## src/rtl/riscv_mem_arbiter_pkg.sv

```systemverilog
// -----------------------------------------------------------------------------
// riscv_mem_arbiter_pkg
// Shared types for the unified-memory arbiter: FSM state encoding, requester
// identifiers, counter width and a saturating increment helper.
// No ports (package).
// -----------------------------------------------------------------------------
package riscv_mem_arbiter_pkg;

    typedef enum logic [1:0] {
        IDLE    = 2'd0,
        BUSY_IF = 2'd1,
        BUSY_DM = 2'd2
    } arb_state_t;

    typedef enum logic {
        REQ_IF = 1'b0,
        REQ_DM = 1'b1
    } req_id_t;

    // Width of the latency counter and of the data-grant streak counter.
    localparam int CNT_W = 4;

    function automatic logic [CNT_W-1:0] sat_inc(input logic [CNT_W-1:0] v,
                                                 input logic [CNT_W-1:0] lim);
        return (v >= lim) ? lim : v + CNT_W'(1);
    endfunction

endpackage

```

## src/rtl/riscv_mem_arbiter_if.sv

```systemverilog
// -----------------------------------------------------------------------------
// riscv_mem_arbiter_if
// Bundles the three buses around the arbiter:
//   fetch port  : if_req, if_addr -> if_rdata, if_valid, stall_if
//   data port   : dm_req, dm_we, dm_addr, dm_wdata -> dm_rdata, dm_done, stall_mem
//   memory port : mem_en, mem_we, mem_addr, mem_wdata <- mem_rdata
// Modport slave is the arbiter's view; master is the view of the pipeline plus
// memory that surround it.
// -----------------------------------------------------------------------------
interface riscv_mem_arbiter_if #(
    parameter int DATA_WIDTH = 32,
    parameter int ADDR_WIDTH = 32
);
    logic                  if_req;
    logic [ADDR_WIDTH-1:0] if_addr;
    logic [DATA_WIDTH-1:0] if_rdata;
    logic                  if_valid;
    logic                  dm_req;
    logic                  dm_we;
    logic [ADDR_WIDTH-1:0] dm_addr;
    logic [DATA_WIDTH-1:0] dm_wdata;
    logic [DATA_WIDTH-1:0] dm_rdata;
    logic                  dm_done;
    logic                  mem_en;
    logic                  mem_we;
    logic [ADDR_WIDTH-1:0] mem_addr;
    logic [DATA_WIDTH-1:0] mem_wdata;
    logic [DATA_WIDTH-1:0] mem_rdata;
    logic                  stall_if;
    logic                  stall_mem;

    modport slave (
        input  if_req, if_addr, dm_req, dm_we, dm_addr, dm_wdata, mem_rdata,
        output if_rdata, if_valid, dm_rdata, dm_done,
               mem_en, mem_we, mem_addr, mem_wdata, stall_if, stall_mem
    );

    modport master (
        output if_req, if_addr, dm_req, dm_we, dm_addr, dm_wdata, mem_rdata,
        input  if_rdata, if_valid, dm_rdata, dm_done,
               mem_en, mem_we, mem_addr, mem_wdata, stall_if, stall_mem
    );
endinterface

```

## src/rtl/riscv_mem_arbiter_grant.sv

```systemverilog
// -----------------------------------------------------------------------------
// riscv_mem_arbiter_grant
// Priority decision between fetch and data requesters plus the data-grant
// streak counter that prevents fetch starvation.
// Ports:
//   clk, reset       clock, asynchronous active-low reset
//   i_if_req         fetch request pending
//   i_dm_req         data request pending
//   i_grant_en       arbiter is able to issue this cycle
//   o_grant_if       fetch wins this cycle
//   o_grant_dm       data wins this cycle
// -----------------------------------------------------------------------------
module riscv_mem_arbiter_grant
    import riscv_mem_arbiter_pkg::*;
#(
    parameter int STARVE_LIMIT = 4
) (
    input  logic clk,
    input  logic reset,
    input  logic i_if_req,
    input  logic i_dm_req,
    input  logic i_grant_en,
    output logic o_grant_if,
    output logic o_grant_dm
);

    localparam logic [CNT_W-1:0] LIMIT = CNT_W'(STARVE_LIMIT);

    logic [CNT_W-1:0] r_dm_streak;
    logic             w_if_wins;

    // Data normally wins; a pending fetch takes over once data has won
    // STARVE_LIMIT times in a row against it.
    assign w_if_wins  = i_if_req & (~i_dm_req | (r_dm_streak == LIMIT));
    assign o_grant_if = i_grant_en & w_if_wins;
    assign o_grant_dm = i_grant_en & i_dm_req & ~w_if_wins;

    // The streak only grows when a fetch was actually waiting and lost.
    always_ff @(posedge clk or negedge reset) begin
        if (!reset) begin
            r_dm_streak <= '0;
        end else if (o_grant_if) begin
            r_dm_streak <= '0;
        end else if (o_grant_dm && i_if_req) begin
            r_dm_streak <= sat_inc(r_dm_streak, LIMIT);
        end
    end

endmodule

```

## src/rtl/riscv_mem_arbiter.sv

```systemverilog
// -----------------------------------------------------------------------------
// riscv_mem_arbiter
// Shares one single-port memory between instruction fetch and data access.
// One access is in flight at a time; the grant is combinational in IDLE, the
// response is returned MEM_LATENCY cycles after issue with read data passed
// straight through from the memory.
// Ports:
//   clk      clock, all state on posedge
//   reset    asynchronous active-low reset
//   io_bus   riscv_mem_arbiter_if.slave: fetch, data and memory ports, stalls
// -----------------------------------------------------------------------------
module riscv_mem_arbiter
    import riscv_mem_arbiter_pkg::*;
#(
    parameter int DATA_WIDTH   = 32,
    parameter int ADDR_WIDTH   = 32,
    parameter int MEM_LATENCY  = 1,
    parameter int STARVE_LIMIT = 4
) (
    input  logic                clk,
    input  logic                reset,
    riscv_mem_arbiter_if.slave  io_bus
);

    localparam logic [CNT_W-1:0] LAT = CNT_W'(MEM_LATENCY);

    arb_state_t            r_state;
    arb_state_t            w_next_state;
    logic [CNT_W-1:0]      r_lat_cnt;
    logic [CNT_W-1:0]      w_lat_cnt_next;
    logic [ADDR_WIDTH-1:0] r_mem_addr;
    logic [DATA_WIDTH-1:0] r_mem_wdata;
    logic                  w_grant_en;
    logic                  w_grant_if;
    logic                  w_grant_dm;
    logic                  w_done;
    req_id_t               w_winner;

    // Gating with reset keeps mem_en low while reset is held even though the
    // grant itself is combinational on the request lines.
    assign w_grant_en = (r_state == IDLE) & reset;
    assign w_winner   = w_grant_dm ? REQ_DM : REQ_IF;
    assign w_done     = (r_state != IDLE) && (r_lat_cnt == LAT);

    riscv_mem_arbiter_grant #(
        .STARVE_LIMIT (STARVE_LIMIT)
    ) u_grant (
        .clk        (clk),
        .reset      (reset),
        .i_if_req   (io_bus.if_req),
        .i_dm_req   (io_bus.dm_req),
        .i_grant_en (w_grant_en),
        .o_grant_if (w_grant_if),
        .o_grant_dm (w_grant_dm)
    );

    always_ff @(posedge clk or negedge reset) begin
        if (!reset) begin
            r_state     <= IDLE;
            r_lat_cnt   <= '0;
            r_mem_addr  <= '0;
            r_mem_wdata <= '0;
        end else begin
            r_state   <= w_next_state;
            r_lat_cnt <= w_lat_cnt_next;
            // Latch the issued address/data so the memory port holds them
            // for the rest of the access.
            if (w_grant_dm) begin
                r_mem_addr  <= io_bus.dm_addr;
                r_mem_wdata <= io_bus.dm_wdata;
            end else if (w_grant_if) begin
                r_mem_addr  <= io_bus.if_addr;
            end
        end
    end

    always_comb begin
        w_next_state     = r_state;
        w_lat_cnt_next   = r_lat_cnt;
        io_bus.mem_en    = 1'b0;
        io_bus.mem_we    = 1'b0;
        io_bus.mem_addr  = r_mem_addr;
        io_bus.mem_wdata = r_mem_wdata;
        io_bus.if_valid  = 1'b0;
        io_bus.if_rdata  = '0;
        io_bus.dm_done   = 1'b0;
        io_bus.dm_rdata  = '0;

        case (r_state)
            IDLE: begin
                if (w_grant_if || w_grant_dm) begin
                    io_bus.mem_en  = 1'b1;
                    w_lat_cnt_next = CNT_W'(1);
                    if (w_winner == REQ_DM) begin
                        io_bus.mem_we    = io_bus.dm_we;
                        io_bus.mem_addr  = io_bus.dm_addr;
                        io_bus.mem_wdata = io_bus.dm_wdata;
                        w_next_state     = BUSY_DM;
                    end else begin
                        io_bus.mem_addr  = io_bus.if_addr;
                        w_next_state     = BUSY_IF;
                    end
                end
            end
            BUSY_IF: begin
                if (w_done) begin
                    io_bus.if_valid = 1'b1;
                    io_bus.if_rdata = io_bus.mem_rdata;
                    w_next_state    = IDLE;
                    w_lat_cnt_next  = '0;
                end else begin
                    w_lat_cnt_next  = r_lat_cnt + CNT_W'(1);
                end
            end
            BUSY_DM: begin
                if (w_done) begin
                    io_bus.dm_done  = 1'b1;
                    io_bus.dm_rdata = io_bus.mem_rdata;
                    w_next_state    = IDLE;
                    w_lat_cnt_next  = '0;
                end else begin
                    w_lat_cnt_next  = r_lat_cnt + CNT_W'(1);
                end
            end
            default: begin
                w_next_state   = IDLE;
                w_lat_cnt_next = '0;
            end
        endcase
    end

    assign io_bus.stall_if  = io_bus.if_req & ~io_bus.if_valid;
    assign io_bus.stall_mem = io_bus.dm_req & ~io_bus.dm_done;

endmodule

```

## src/flat_wrapper.sv

```systemverilog
// flat-port wrapper written by rule: the top's interface ports become plain ports
module riscv_mem_arbiter_flat import riscv_mem_arbiter_pkg::*;
#(
    parameter int DATA_WIDTH   = 32,
    parameter int ADDR_WIDTH   = 32,
    parameter int MEM_LATENCY  = 1,
    parameter int STARVE_LIMIT = 4
)
  (clk, reset, io_bus_if_req, io_bus_if_addr, io_bus_dm_req, io_bus_dm_we, io_bus_dm_addr, io_bus_dm_wdata, io_bus_mem_rdata, io_bus_if_rdata, io_bus_if_valid, io_bus_dm_rdata, io_bus_dm_done, io_bus_mem_en, io_bus_mem_we, io_bus_mem_addr, io_bus_mem_wdata, io_bus_stall_if, io_bus_stall_mem);
  riscv_mem_arbiter_if #(.DATA_WIDTH(DATA_WIDTH), .ADDR_WIDTH(ADDR_WIDTH)) io_bus_i ();
  input  logic clk;
  input  logic reset;
  input wire logic [$bits(io_bus_i.if_req)-1:0] io_bus_if_req;
  input wire logic [$bits(io_bus_i.if_addr)-1:0] io_bus_if_addr;
  input wire logic [$bits(io_bus_i.dm_req)-1:0] io_bus_dm_req;
  input wire logic [$bits(io_bus_i.dm_we)-1:0] io_bus_dm_we;
  input wire logic [$bits(io_bus_i.dm_addr)-1:0] io_bus_dm_addr;
  input wire logic [$bits(io_bus_i.dm_wdata)-1:0] io_bus_dm_wdata;
  input wire logic [$bits(io_bus_i.mem_rdata)-1:0] io_bus_mem_rdata;
  output wire logic [$bits(io_bus_i.if_rdata)-1:0] io_bus_if_rdata;
  output wire logic [$bits(io_bus_i.if_valid)-1:0] io_bus_if_valid;
  output wire logic [$bits(io_bus_i.dm_rdata)-1:0] io_bus_dm_rdata;
  output wire logic [$bits(io_bus_i.dm_done)-1:0] io_bus_dm_done;
  output wire logic [$bits(io_bus_i.mem_en)-1:0] io_bus_mem_en;
  output wire logic [$bits(io_bus_i.mem_we)-1:0] io_bus_mem_we;
  output wire logic [$bits(io_bus_i.mem_addr)-1:0] io_bus_mem_addr;
  output wire logic [$bits(io_bus_i.mem_wdata)-1:0] io_bus_mem_wdata;
  output wire logic [$bits(io_bus_i.stall_if)-1:0] io_bus_stall_if;
  output wire logic [$bits(io_bus_i.stall_mem)-1:0] io_bus_stall_mem;
  assign io_bus_i.if_req = io_bus_if_req;
  assign io_bus_i.if_addr = io_bus_if_addr;
  assign io_bus_i.dm_req = io_bus_dm_req;
  assign io_bus_i.dm_we = io_bus_dm_we;
  assign io_bus_i.dm_addr = io_bus_dm_addr;
  assign io_bus_i.dm_wdata = io_bus_dm_wdata;
  assign io_bus_i.mem_rdata = io_bus_mem_rdata;
  assign io_bus_if_rdata = io_bus_i.if_rdata;
  assign io_bus_if_valid = io_bus_i.if_valid;
  assign io_bus_dm_rdata = io_bus_i.dm_rdata;
  assign io_bus_dm_done = io_bus_i.dm_done;
  assign io_bus_mem_en = io_bus_i.mem_en;
  assign io_bus_mem_we = io_bus_i.mem_we;
  assign io_bus_mem_addr = io_bus_i.mem_addr;
  assign io_bus_mem_wdata = io_bus_i.mem_wdata;
  assign io_bus_stall_if = io_bus_i.stall_if;
  assign io_bus_stall_mem = io_bus_i.stall_mem;
  riscv_mem_arbiter #(.DATA_WIDTH(DATA_WIDTH), .ADDR_WIDTH(ADDR_WIDTH), .MEM_LATENCY(MEM_LATENCY), .STARVE_LIMIT(STARVE_LIMIT)) u_core (.clk(clk), .reset(reset), .io_bus(io_bus_i));
endmodule
```

## config.mk

```make
export PLATFORM = sky130hd
export DESIGN_NAME = riscv_mem_arbiter_flat
export DESIGN_NICKNAME = d
export VERILOG_FILES = /design/src/rtl/riscv_mem_arbiter_pkg.sv /design/src/rtl/riscv_mem_arbiter_if.sv /design/src/rtl/riscv_mem_arbiter_grant.sv /design/src/rtl/riscv_mem_arbiter.sv /design/src/flat_wrapper.sv
export SDC_FILE = /design/constraint.sdc
export NUM_CORES = 1
export LEC_CHECK = 0
export CORE_ASPECT_RATIO = 1.2
export CORE_MARGIN = 2
export CORE_UTILIZATION = 41
export CTS_CLUSTER_DIAMETER = 40
export DETAILED_ROUTE_END_ITERATION = 8
export PLACE_DENSITY = 0.87
export SYNTH_ARGS = -nofsm -noshare
export SYNTH_HDL_FRONTEND = slang
export SYNTH_SLANG_ARGS = --single-unit
```

## constraint.sdc

```tcl
create_clock -name clk -period 3.1 [get_ports clk]
set_input_delay 0.62 -clock clk [delete_from_list [all_inputs] [get_ports clk]]
set_output_delay 0.62 -clock clk [all_outputs]
set_load 0.01 [all_outputs]
```

# [Word level (Yosys, flattened, before mapping)]
# Index checks and enable logic that the tools add are counted.
# W data, S select, Z words.
[totals] reg_bits=74 output_inout_bits=134 wordCells=65
[op_classes] n_bitwise=12 n_addsub=2 n_reduce_logical=9 mux=30 magnitude_cmp=1 eq_ne=6
[ops] op="$mux W32" n=11
[ops] op="$mux W4" n=5
[ops] op="$mux W1" n=9
[ops] op="$add A4 B1 Y4 const B" n=2
[ops] op="$pmux W4 S2" n=1
[ops] op="$and A1 B1 Y1" n=7
[ops] op="$mux W2" n=3
[ops] op="$reduce_bool A2 Y1" n=3
[ops] op="$eq A4 B1 Y1 const B" n=1
[ops] op="$eq A4 B3 Y1 const B" n=1
[ops] op="$ge A4 B3 Y1 const B" n=1
[ops] op="$not A1 Y1" n=4
[ops] op="$pmux W2 S2" n=1
[ops] op="$eq A2 B1 Y1 const B" n=1
[ops] op="$eq A2 B2 Y1 const B" n=1
[ops] op="$logic_and A1 B1 Y1" n=2
[ops] op="$logic_not A2 Y1" n=1
[ops] op="$ne A2 B1 Y1 const B" n=1
[ops] op="$ne A2 B2 Y1 const B" n=1
[ops] op="$reduce_and A2 Y1" n=1
[ops] op="$reduce_or A2 Y1" n=1
[ops] op="$logic_or A1 B1 Y1" n=1
[ops] op="$or A1 B1 Y1" n=1

# [Logic depth before layout (Yosys ltp)]
# Gate-level depths: netlist of the first run.
[depth] word_depth=9 ltp_mapped=7 mapped_depth_nobuf=5

# [Hierarchy]
# From an unflattened synthesis of the first run, not the netlist that was laid out.
[unflattened] hier_cells=439 hier_area_um2=4909.7
[modules_own_cells] module="riscv_mem_arbiter" seq_area_each_um2=1751.7 cells_per_inst=412 n_inst=1 area_per_inst_um2=4672.0
[modules_own_cells] module="riscv_mem_arbiter_grant" seq_area_each_um2=100.1 cells_per_inst=27 n_inst=1 area_per_inst_um2=237.7

# [Worst setup path after synthesis of the first run]
# No wires, ideal clock.
[synth_path] kind="register -> output" from="reg u_core.r_state[0]" to="out io_bus_mem_wdata[0]" n_path_buf=2 arrival_ns=1.689 stages_incl_launch_ff=8 required_ns=2.480 setup_slack_ns=0.791 cell_sequence="dfrtp_1 > inv_1 > ha_1 > nand3_1 > a21oi_2 > buf_4 > buf_4 > mux2_2"
[synth_via] elab_chain_len=8 word_cells_on_any_way=10 cone_classes="4 x mux; 4 x bitwise; 2 x reduce/logical"
[synth_rtl] element="start: declaration" line_no="riscv_mem_arbiter.sv:27" source="arb_state_t r_state;"
[synth_rtl] element="start signal: assignment" line_no="riscv_mem_arbiter.sv:64" source="r_state <= w_next_state;"
[synth_rtl] element="$logic_not A2 Y1 *" line_no="riscv_mem_arbiter.sv:41, riscv_mem_arbiter.sv:89"
[synth_rtl] element="$and A1 B1 Y1" line_no="riscv_mem_arbiter.sv:41" source="assign w_grant_en = (r_state == IDLE) & reset;"
[synth_rtl] element="$and A1 B1 Y1 (2 in series)" line_no="riscv_mem_arbiter_grant.sv:36" source="assign o_grant_dm = i_grant_en & i_dm_req & ~w_if_wins;"
[synth_rtl] element="$mux W1" line_no="riscv_mem_arbiter.sv:42" source="assign w_winner = w_grant_dm ? REQ_DM : REQ_IF;"
[synth_rtl] element="$mux W32" line_no="riscv_mem_arbiter.sv:94" source="if (w_winner == REQ_DM) begin"
[synth_rtl] element="$mux W32" line_no="riscv_mem_arbiter.sv:91" source="if (w_grant_if || w_grant_dm) begin"
[synth_rtl] element="$mux W32 *" line_no="riscv_mem_arbiter.sv:89" source="case (r_state)"
[synth_rtl] element="end: declaration" line_no="flat_wrapper.sv:27" source="output wire logic [$bits(io_bus_i.mem_wdata)-1:0] io_bus_mem_wdata;"
# Mark *: on every way between the ends. The rest lies on a longest branch, timed or not.

# [Final worst setup path of the first run]
[layout_path] from="in io_bus_dm_req" to="out io_bus_mem_addr[4]"
[layout_via] elab_chain_len=9 word_cells_on_any_way=12 cone_classes="4 x mux; 7 x bitwise; 1 x reduce/logical"
[layout_rtl] element="start: declaration" line_no="flat_wrapper.sv:15" source="input wire logic [$bits(io_bus_i.dm_req)-1:0] io_bus_dm_req;"
[layout_rtl] element="$not A1 Y1" line_no="riscv_mem_arbiter_grant.sv:34" source="assign w_if_wins = i_if_req & (~i_dm_req | (r_dm_streak == LIMIT));"
[layout_rtl] element="$or A1 B1 Y1" line_no="riscv_mem_arbiter_grant.sv:34"
[layout_rtl] element="$and A1 B1 Y1" line_no="riscv_mem_arbiter_grant.sv:34"
[layout_rtl] element="$not A1 Y1" line_no="riscv_mem_arbiter_grant.sv:36"
[layout_rtl] element="$and A1 B1 Y1" line_no="riscv_mem_arbiter_grant.sv:36"
[layout_rtl] element="$mux W1" line_no="riscv_mem_arbiter.sv:42"
[layout_rtl] element="$mux W32" line_no="riscv_mem_arbiter.sv:94"
[layout_rtl] element="$mux W32 *" line_no="riscv_mem_arbiter.sv:91"
[layout_rtl] element="$mux W32 *" line_no="riscv_mem_arbiter.sv:89"
[layout_rtl] element="end: declaration" line_no="flat_wrapper.sv:26" source="output wire logic [$bits(io_bus_i.mem_addr)-1:0] io_bus_mem_addr;"
# Marked as above.

==> flow_summary.json, run 1 <==
{
  "fin_crit_sh_pct": 98.8,
  "worstPathMaxFanout": 17,
  "path_cells": "clkdlybuf4s50_1 > buf_4 > o211ai_1 > buf_4 > buf_6 > and2_1 > a221o_1 > dlygate4sd2_1",
  "cts_buffers": 9,
  "n_fill_cell": 723,
  "placed_area_sq_um": 7380,
  "max-slew-margin-rel_pct": 61.2,
  "tightest_slew_ps": 576,
  "top_layer": "met5",
  "avgSynthCellArea_sq_um": 11.1,
  "area_delta_synth_final_pct": 81.8,
  "crit_type": "input pin to output pin",
  "combinationalPowerShare_pct": 55.4,
  "finalCoreUtilization_pct": 77.0,
  "cts.clk_slew.worst_paths_ps": 50,
  "clock_sinks": 74,
  "met1Wirelength_microns": 6810,
  "synthArstFlopShare_pct": 100,
  "pin_count": 267,
  "nets": 831,
  "wl_met2_microns": 9650,
  "synth_top_area_cell": "dfrtp_1",
  "wl_met3_microns": 1550,
  "synth_area_sq_um": 4480,
  "clk_latency_ps": 330,
  "finish.instance_area_sq_um": 8140,
  "whs_ps": 381,
  "p_per_area_nw_per_um2": 757,
  "cp_slowest_cell": "clkdlybuf4s50_1",
  "status": "finished clean",
  "via_per_inst": 5.79,
  "ys_types": 36,
  "synth_most_common_cell": "dfrtp_1",
  "synth_edf_count": 0,
  "swShare_pct": 33.9,
  "vdd_drop_max_mv": 0.502,
  "slowest_delay_ps": 510,
  "synth_area_leaders": "dfrtp_1 (41%), mux2_2 (16%), a221o_1 (14%)",
  "grt_pass1_wl_microns": 27200,
  "dr_total_vias": 4778,
  "slew_violations": 0,
  "crit_required_ps": 2480,
  "portBuffers": 266,
  "gp_congestion": 0.936,
  "drv_cap": 0,
  "finalSetupViolCount": 0,
  "clockBufferDepth": 2,
  "final_hold_viol_count": 0,
  "worst_hold_path_type": "input pin to async pin",
  "dieArea_sq_um": 11800,
  "crit_family": "buffers and inverters",
  "yosysSeqAreaShare_pct": 41.4,
  "wl_per_cell_microns": 22.5,
  "drc": 0,
  "final_cells": 825,
  "initial_utilization_pct": 42.4,
  "synth_common_cells": "dfrtp_1 (74), and3_1 (65), mux2_2 (65)",
  "htreeDepth": 3,
  "syn_nets": 543,
  "netlist.area_leader.share_pct": 41.4,
  "place_inst": 783,
  "path_depth": 8,
  "critPathCaptureType": "output pin",
  "p_leak_nw": 4.61,
  "core_area_sq_um": 10600,
  "track_usage_pct": 29.8,
  "reg2reg_depth": 8,
  "yosys_warnings": 0,
  "die_h_microns": 118,
  "arrival_ps": 2440,
  "num_rows": 41,
  "dr.pass1.iters": 5,
  "grt_pass1_vias": 4875,
  "fin_skew_ps": 5.20,
  "max_freq_ghz": 0.327,
  "power.share.clock_pct": 18.4,
  "p_int_mw": 4.07,
  "dpl.hpwl_microns": 12500,
  "overflow": 0,
  "clockRootBuffer": "clkbuf_16",
  "cts_tree": "built",
  "ys_ff_latch": 74,
  "antenna_found_initial": 3,
  "holdBufCountCts": 0,
  "startpoint_type": "input pin",
  "crit_path_frequent_cell": "buf_4",
  "ys.flop_type": "dfrtp_1",
  "total_power_mw": 6.16,
  "crit_buf_inv": 5,
  "layout-drive-gt1-share_pct": 19.9,
  "dp_worst_setup_slack_ps": -196,
  "seqPwrFrac_pct": 26.2,
  "min_period_ps": 3060,
  "p_sw_mw": 2.08,
  "dieWidth_microns": 99.4,
  "antenna_left": 0,
  "grt_start_max_net_pins": 46,
  "tns_ps": 0,
  "fin_ws_ps": 37.3,
  "syn-instance-count": 402,
  "drtIter0Drc": 279,
  "drt-total-wl_microns": 18600
}
cell type report:
cell class                      instances  area (sq um)  area share, %
Timing Repair Buffer                  315          3320           40.8
Clock inverter                          2          60.1          0.738
Sequential cell                        74          1850           22.8
Multi-Input combinational cell        282          2450           30.1
Inverter                                8          30.0          0.369
Clock buffer                           13           260           3.20
Tap cell                              129           161           1.98
Antenna cell                            2          5.00         0.0615
sequential cells by signal, summed over array words and instances (netlist names):
signal and count:
u_core.r_state 2, u_core.u_grant.r_dm_streak 4, u_core.r_mem_wdata 32, u_core.r_lat_cnt 4, u_core.r_mem_addr 32
what timing repair did:
item                       in CTS  in global routing
cloned                          7                  3
resized for setup              85                 63
setup buffers                   9                  6
pin swaps                       2                  2
setup endpoints to repair     133                 65
power by group through the flow:
stage               Combinational [mW]  Clock, mW  Sequential, mW
floorplan                         1.78          0            1.54
global placement                  3.22          0            1.60
detailed placement                3.31          0            1.62
CTS                               3.39       1.14            1.61
global route                      3.64       1.19            1.66
finish                            3.41       1.13            1.61
per-layer routing:
metal / vias to the layer above / GRT usage, %
met5: - / 0
li1: 2131 / -
met3: 35 / 8.75
met1: 2360 / 33.7
met4: 2 / 11.0
met2: 250 / 52.5
path summary, 6_finish.rpt:
kind                                        start                      to  slack (ps)
hold / removal                              reset     u_core.r_lat_cnt[3]         380
hold reg to reg            u_core.r_mem_wdata[13]  u_core.r_mem_wdata[13]         510
max in group asynchronous                   reset    u_core.r_mem_addr[0]        2260
setup / recovery                    io_bus_dm_req      io_bus_mem_addr[4]          40
min in group clk           u_core.r_mem_wdata[13]  u_core.r_mem_wdata[13]         510
setup reg to reg                u_core.r_state[1]   u_core.r_mem_wdata[2]        1050
cells by family after synthesis:
group | after synthesis | synth area share (%)
compound gates | 82 | 17.4
fa+ha+maj | 8 | 2.24
buf+inv | 46 | 4.78
flops | 74 | 41.4
mux | 66 | 16.6
simple gates | 126 | 17.6
cells in the final DEF (no fill, tap or decap), drive strengths merged, types with 3 or more instances in the layout:
cell type / Yosys / routed
clkdlybuf4s50: 0 / 137
dfrtp: 74 / 74
dlygate4sd2: 0 / 67
mux2: 65 / 65
and3: 65 / 65
a221o: 64 / 64
dlymetal6s2s: 0 / 57
buf: 23 / 46
and2: 38 / 38
clkbuf: 15 / 17
inv: 8 / 8
ha: 8 / 8
nand3: 6 / 6
nand2: 5 / 5
nor2b: 3 / 3
(Power assumes the default switching activity.)
==> run 2: changes to the inputs <==
Settings changed: ABC_AREA set to 1, CORE_UTILIZATION 41 to 40.
==> run 2 against run 1 <==
  * Sequential cell count did not move
  * Sequential power about the same
  * Final area down 4.4%
  * Critical path type is now flop to output pin
  * Count of clock-buffer cells in the layout shrank 3
==> flow_summary.json, run 2 <==
{
  "status": "finished clean",
  "grt_pass1_vias": 4988,
  "initial_utilization_pct": 40.6,
  "yosysSeqAreaShare_pct": 43.8,
  "max-slew-margin-rel_pct": 36.6,
  "crit_path_frequent_cell": "nand3_1",
  "p_int_mw": 3.86,
  "tightest_slew_ps": 951,
  "drc": 0,
  "slew_violations": 0,
  "dp_worst_setup_slack_ps": -29.8,
  "fin_crit_sh_pct": 96.7,
  "worstPathMaxFanout": 15,
  "core_area_sq_um": 10400,
  "worst_hold_path_type": "flop to flop",
  "synth_common_cells": "nand2_1 (191), nand3_1 (117), dfrtp_1 (74)",
  "portBuffers": 266,
  "synth_area_sq_um": 4230,
  "reg_top3": "u_core.r_mem_addr x32, u_core.r_mem_wdata x32",
  "synth_top_area_cell": "dfrtp_1",
  "critPathCaptureType": "output pin",
  "ys.flop_type": "dfrtp_1",
  "via_per_inst": 5.03,
  "num_rows": 41,
  "die_h_microns": 117,
  "synth_most_common_cell": "nand2_1",
  "yosys_warnings": 0,
  "r2r_slack_ps": 1440,
  "seqPwrFrac_pct": 25.4,
  "wl_per_cell_microns": 15.9,
  "ys_types": 23,
  "htreeDepth": 3,
  "layout_commonest_cell": "clkdlybuf4s50_1",
  "drtIter0Drc": 310,
  "holdBufCountCts": 0,
  "path_cells": "inv_1 > ha_1 > nand3_1 > nand2_1 > nand2_4 > nand2_8 > buf_12 > nand3_1 > nand3_1 > clkdlybuf4s50_1",
  "fin_skew_ps": 9.88,
  "dr.pass1.iters": 4,
  "cts_buffers": 9,
  "reg2reg_depth": 11,
  "crit_family": "buffers and inverters",
  "fin_ws_ps": 101,
  "overflow": 0,
  "p_leak_nw": 4.07,
  "ys_ff_latch": 74,
  "arrival_ps": 2380,
  "layout_common_cells": "clkdlybuf4s50_1 (243), nand2_1 (190), nand3_1 (117)",
  "nets": 1024,
  "clockRootBuffer": "clkbuf_16",
  "cts.clk_slew.worst_paths_ps": 60,
  "timing.rr.end": "u_core.u_grant.r_dm_streak[0]",
  "clk_latency_ps": 340,
  "crit_required_ps": 2480,
  "avgSynthCellArea_sq_um": 7.30,
  "grt_start_max_net_pins": 75,
  "final_hold_viol_count": 0,
  "swShare_pct": 37.9,
  "syn_nets": 721,
  "worstHoldStart": "u_core.r_mem_wdata[29]",
  "worst_hold_path.endpoint": "u_core.r_mem_wdata[29]",
  "combinationalPowerShare_pct": 57.4,
  "dr_total_vias": 5132,
  "synth_area_leaders": "dfrtp_1 (44%), nand2_1 (17%), nand3_1 (14%)",
  "startpoint_type": "flop",
  "pin_count": 267,
  "synthArstFlopShare_pct": 100,
  "clockBufferDepth": 2,
  "slowest_delay_ps": 550,
  "cp_slowest_cell": "clkdlybuf4s50_1",
  "area_delta_synth_final_pct": 83.7,
  "dieWidth_microns": 97.9,
  "gp_congestion": 0.909,
  "n_fill_cell": 741,
  "vdd_drop_max_mv": 0.518,
  "finalCoreUtilization_pct": 74.6,
  "min_period_ps": 3000,
  "crit_type": "flop to output pin",
  "syn-instance-count": 580,
  "max_freq_ghz": 0.333,
  "dpl.hpwl_microns": 12400,
  "finalSetupViolCount": 0,
  "p_per_area_nw_per_um2": 799,
  "power.share.clock_pct": 17.3,
  "p_sw_mw": 2.36,
  "clock_sinks": 74,
  "crit_buf_inv": 3,
  "netlist.area_leader.share_pct": 43.8,
  "drt-total-wl_microns": 16300,
  "synth_edf_count": 0,
  "rr_startpoint": "u_core.r_state[0]",
  "whs_path_depth": 2,
  "antenna_left": 0,
  "grt_pass1_wl_microns": 24500,
  "antenna_found_initial": 4,
  "dieArea_sq_um": 11400,
  "layout-drive-gt1-share_pct": 11.7,
  "cts_tree": "built",
  "drv_cap": 0,
  "track_usage_pct": 27.4
}
## run 2: cell count changes in the layout (fill, tap and decap cells not counted), moves of 5 or more
cell             before  now
a221o_1              64    0
and3_1               65    0
buf_4                32   43
clkdlybuf4s50_1     137  243
nor2_1                2   72
mux2_2               65    0
inv_1                 8   51
inv_2                 0    5
nand3_1               5  117
dlymetal6s2s_1       57   14
and2_1               37    0
nand3_2               1   20
nand2_1               5  190
dlygate4sd2_1        67    8
## run 2: worst register-to-register path: stages (launching register included)
cell	delay, ps
dfrtp_1	400
inv_2	90
ha_4	180
nand2_1	70
inv_2	60
nand2_2	60
clkinv_4	80
buf_4	180
nand3_1	160
inv_1	150
nand2_1	70
nand2_1	80
## run 2: timing repair
| item | CTS | global route |
|---|---|---|
| hold endpoints to repair | 0 | 0 |
| setup endpoints to repair | 81 | 86 |
| cloned | 0 | 1 |
| pin swaps | 0 | 1 |
| setup buffers | 0 | 3 |
| gates resized for setup | 11 | 22 |
## run 2: how the worst max path moves through the flow
stage / from / depth (start not counted) / end / slack (ps)
after detailed placement: io_bus_dm_req / 8 / io_bus_mem_addr[26] / -30
after global placement: io_bus_dm_req / 8 / io_bus_mem_addr[27] / -2
after floorplan: u_core.r_state[0] / 11 / io_bus_mem_addr[10] / 1000
after global routing: u_core.u_grant.r_dm_streak[0] / 10 / io_bus_mem_addr[26] / -6
final: u_core.u_grant.r_dm_streak[0] / 10 / io_bus_mem_addr[26] / 100
after CTS: io_bus_dm_req / 8 / io_bus_mem_addr[27] / -40
## run 2: layer usage
metal / global-route usage, % / wire length, microns
met1: 28.5 / 5760
met2: 50.6 / 8650
met3: 7.36 / 1210
met4: 14.7 / 628
met5: 0 / 16
## run 2: stage by stage
| step | total power [mW] | hold WS, ps | cell area [sq um] | cells | TNS [ps] |
|---|---|---|---|---|---|
| final | 6.21 | 474 | 7770 | 1020 | 0 |
| after global routing | 6.62 | 497 | 7770 | 1019 | -9.53 |
| after CTS | 6.18 | 478 | 7650 | 1013 | -109 |
| after detailed placement | 5.12 | 461 | 7350 | 997 | -57.4 |
| after global placement | 5.00 | 458 | 7350 | 997 | -2.48 |
| after floorplan | 3.24 | 324 | 4230 | 580 | 0 |
## run 2: power groups by stage
stage	combinational, mW	sequential [mW]	clock, mW
finish	3.57	1.58	1.07
floorplan	1.71	1.54	0
global placement	3.43	1.56	0
global route	3.89	1.60	1.13
CTS	3.52	1.57	1.09
detailed placement	3.53	1.58	0
## run 2: kinds of logic after synthesis
logic type,share of synthesized area (%)
flops,43.8
xor+xnor,0.414
buf+inv,9.70
compound gates,0.650
simple gates,43.1
fa+ha+maj,2.37
## run 2: area by class of cell
class | count | area (sq um) | share of cell area (%)
flip-flops and latches | 74 | 1850 | 23.8
clock inverters | 6 | 65.1 | 0.837
well taps | 129 | 161 | 2.08
clock buffers | 10 | 239 | 3.07
inverters | 57 | 219 | 2.82
diodes | 3 | 7.51 | 0.0966
repair buffers | 320 | 3220 | 41.5
multi-input cells | 421 | 2010 | 25.8
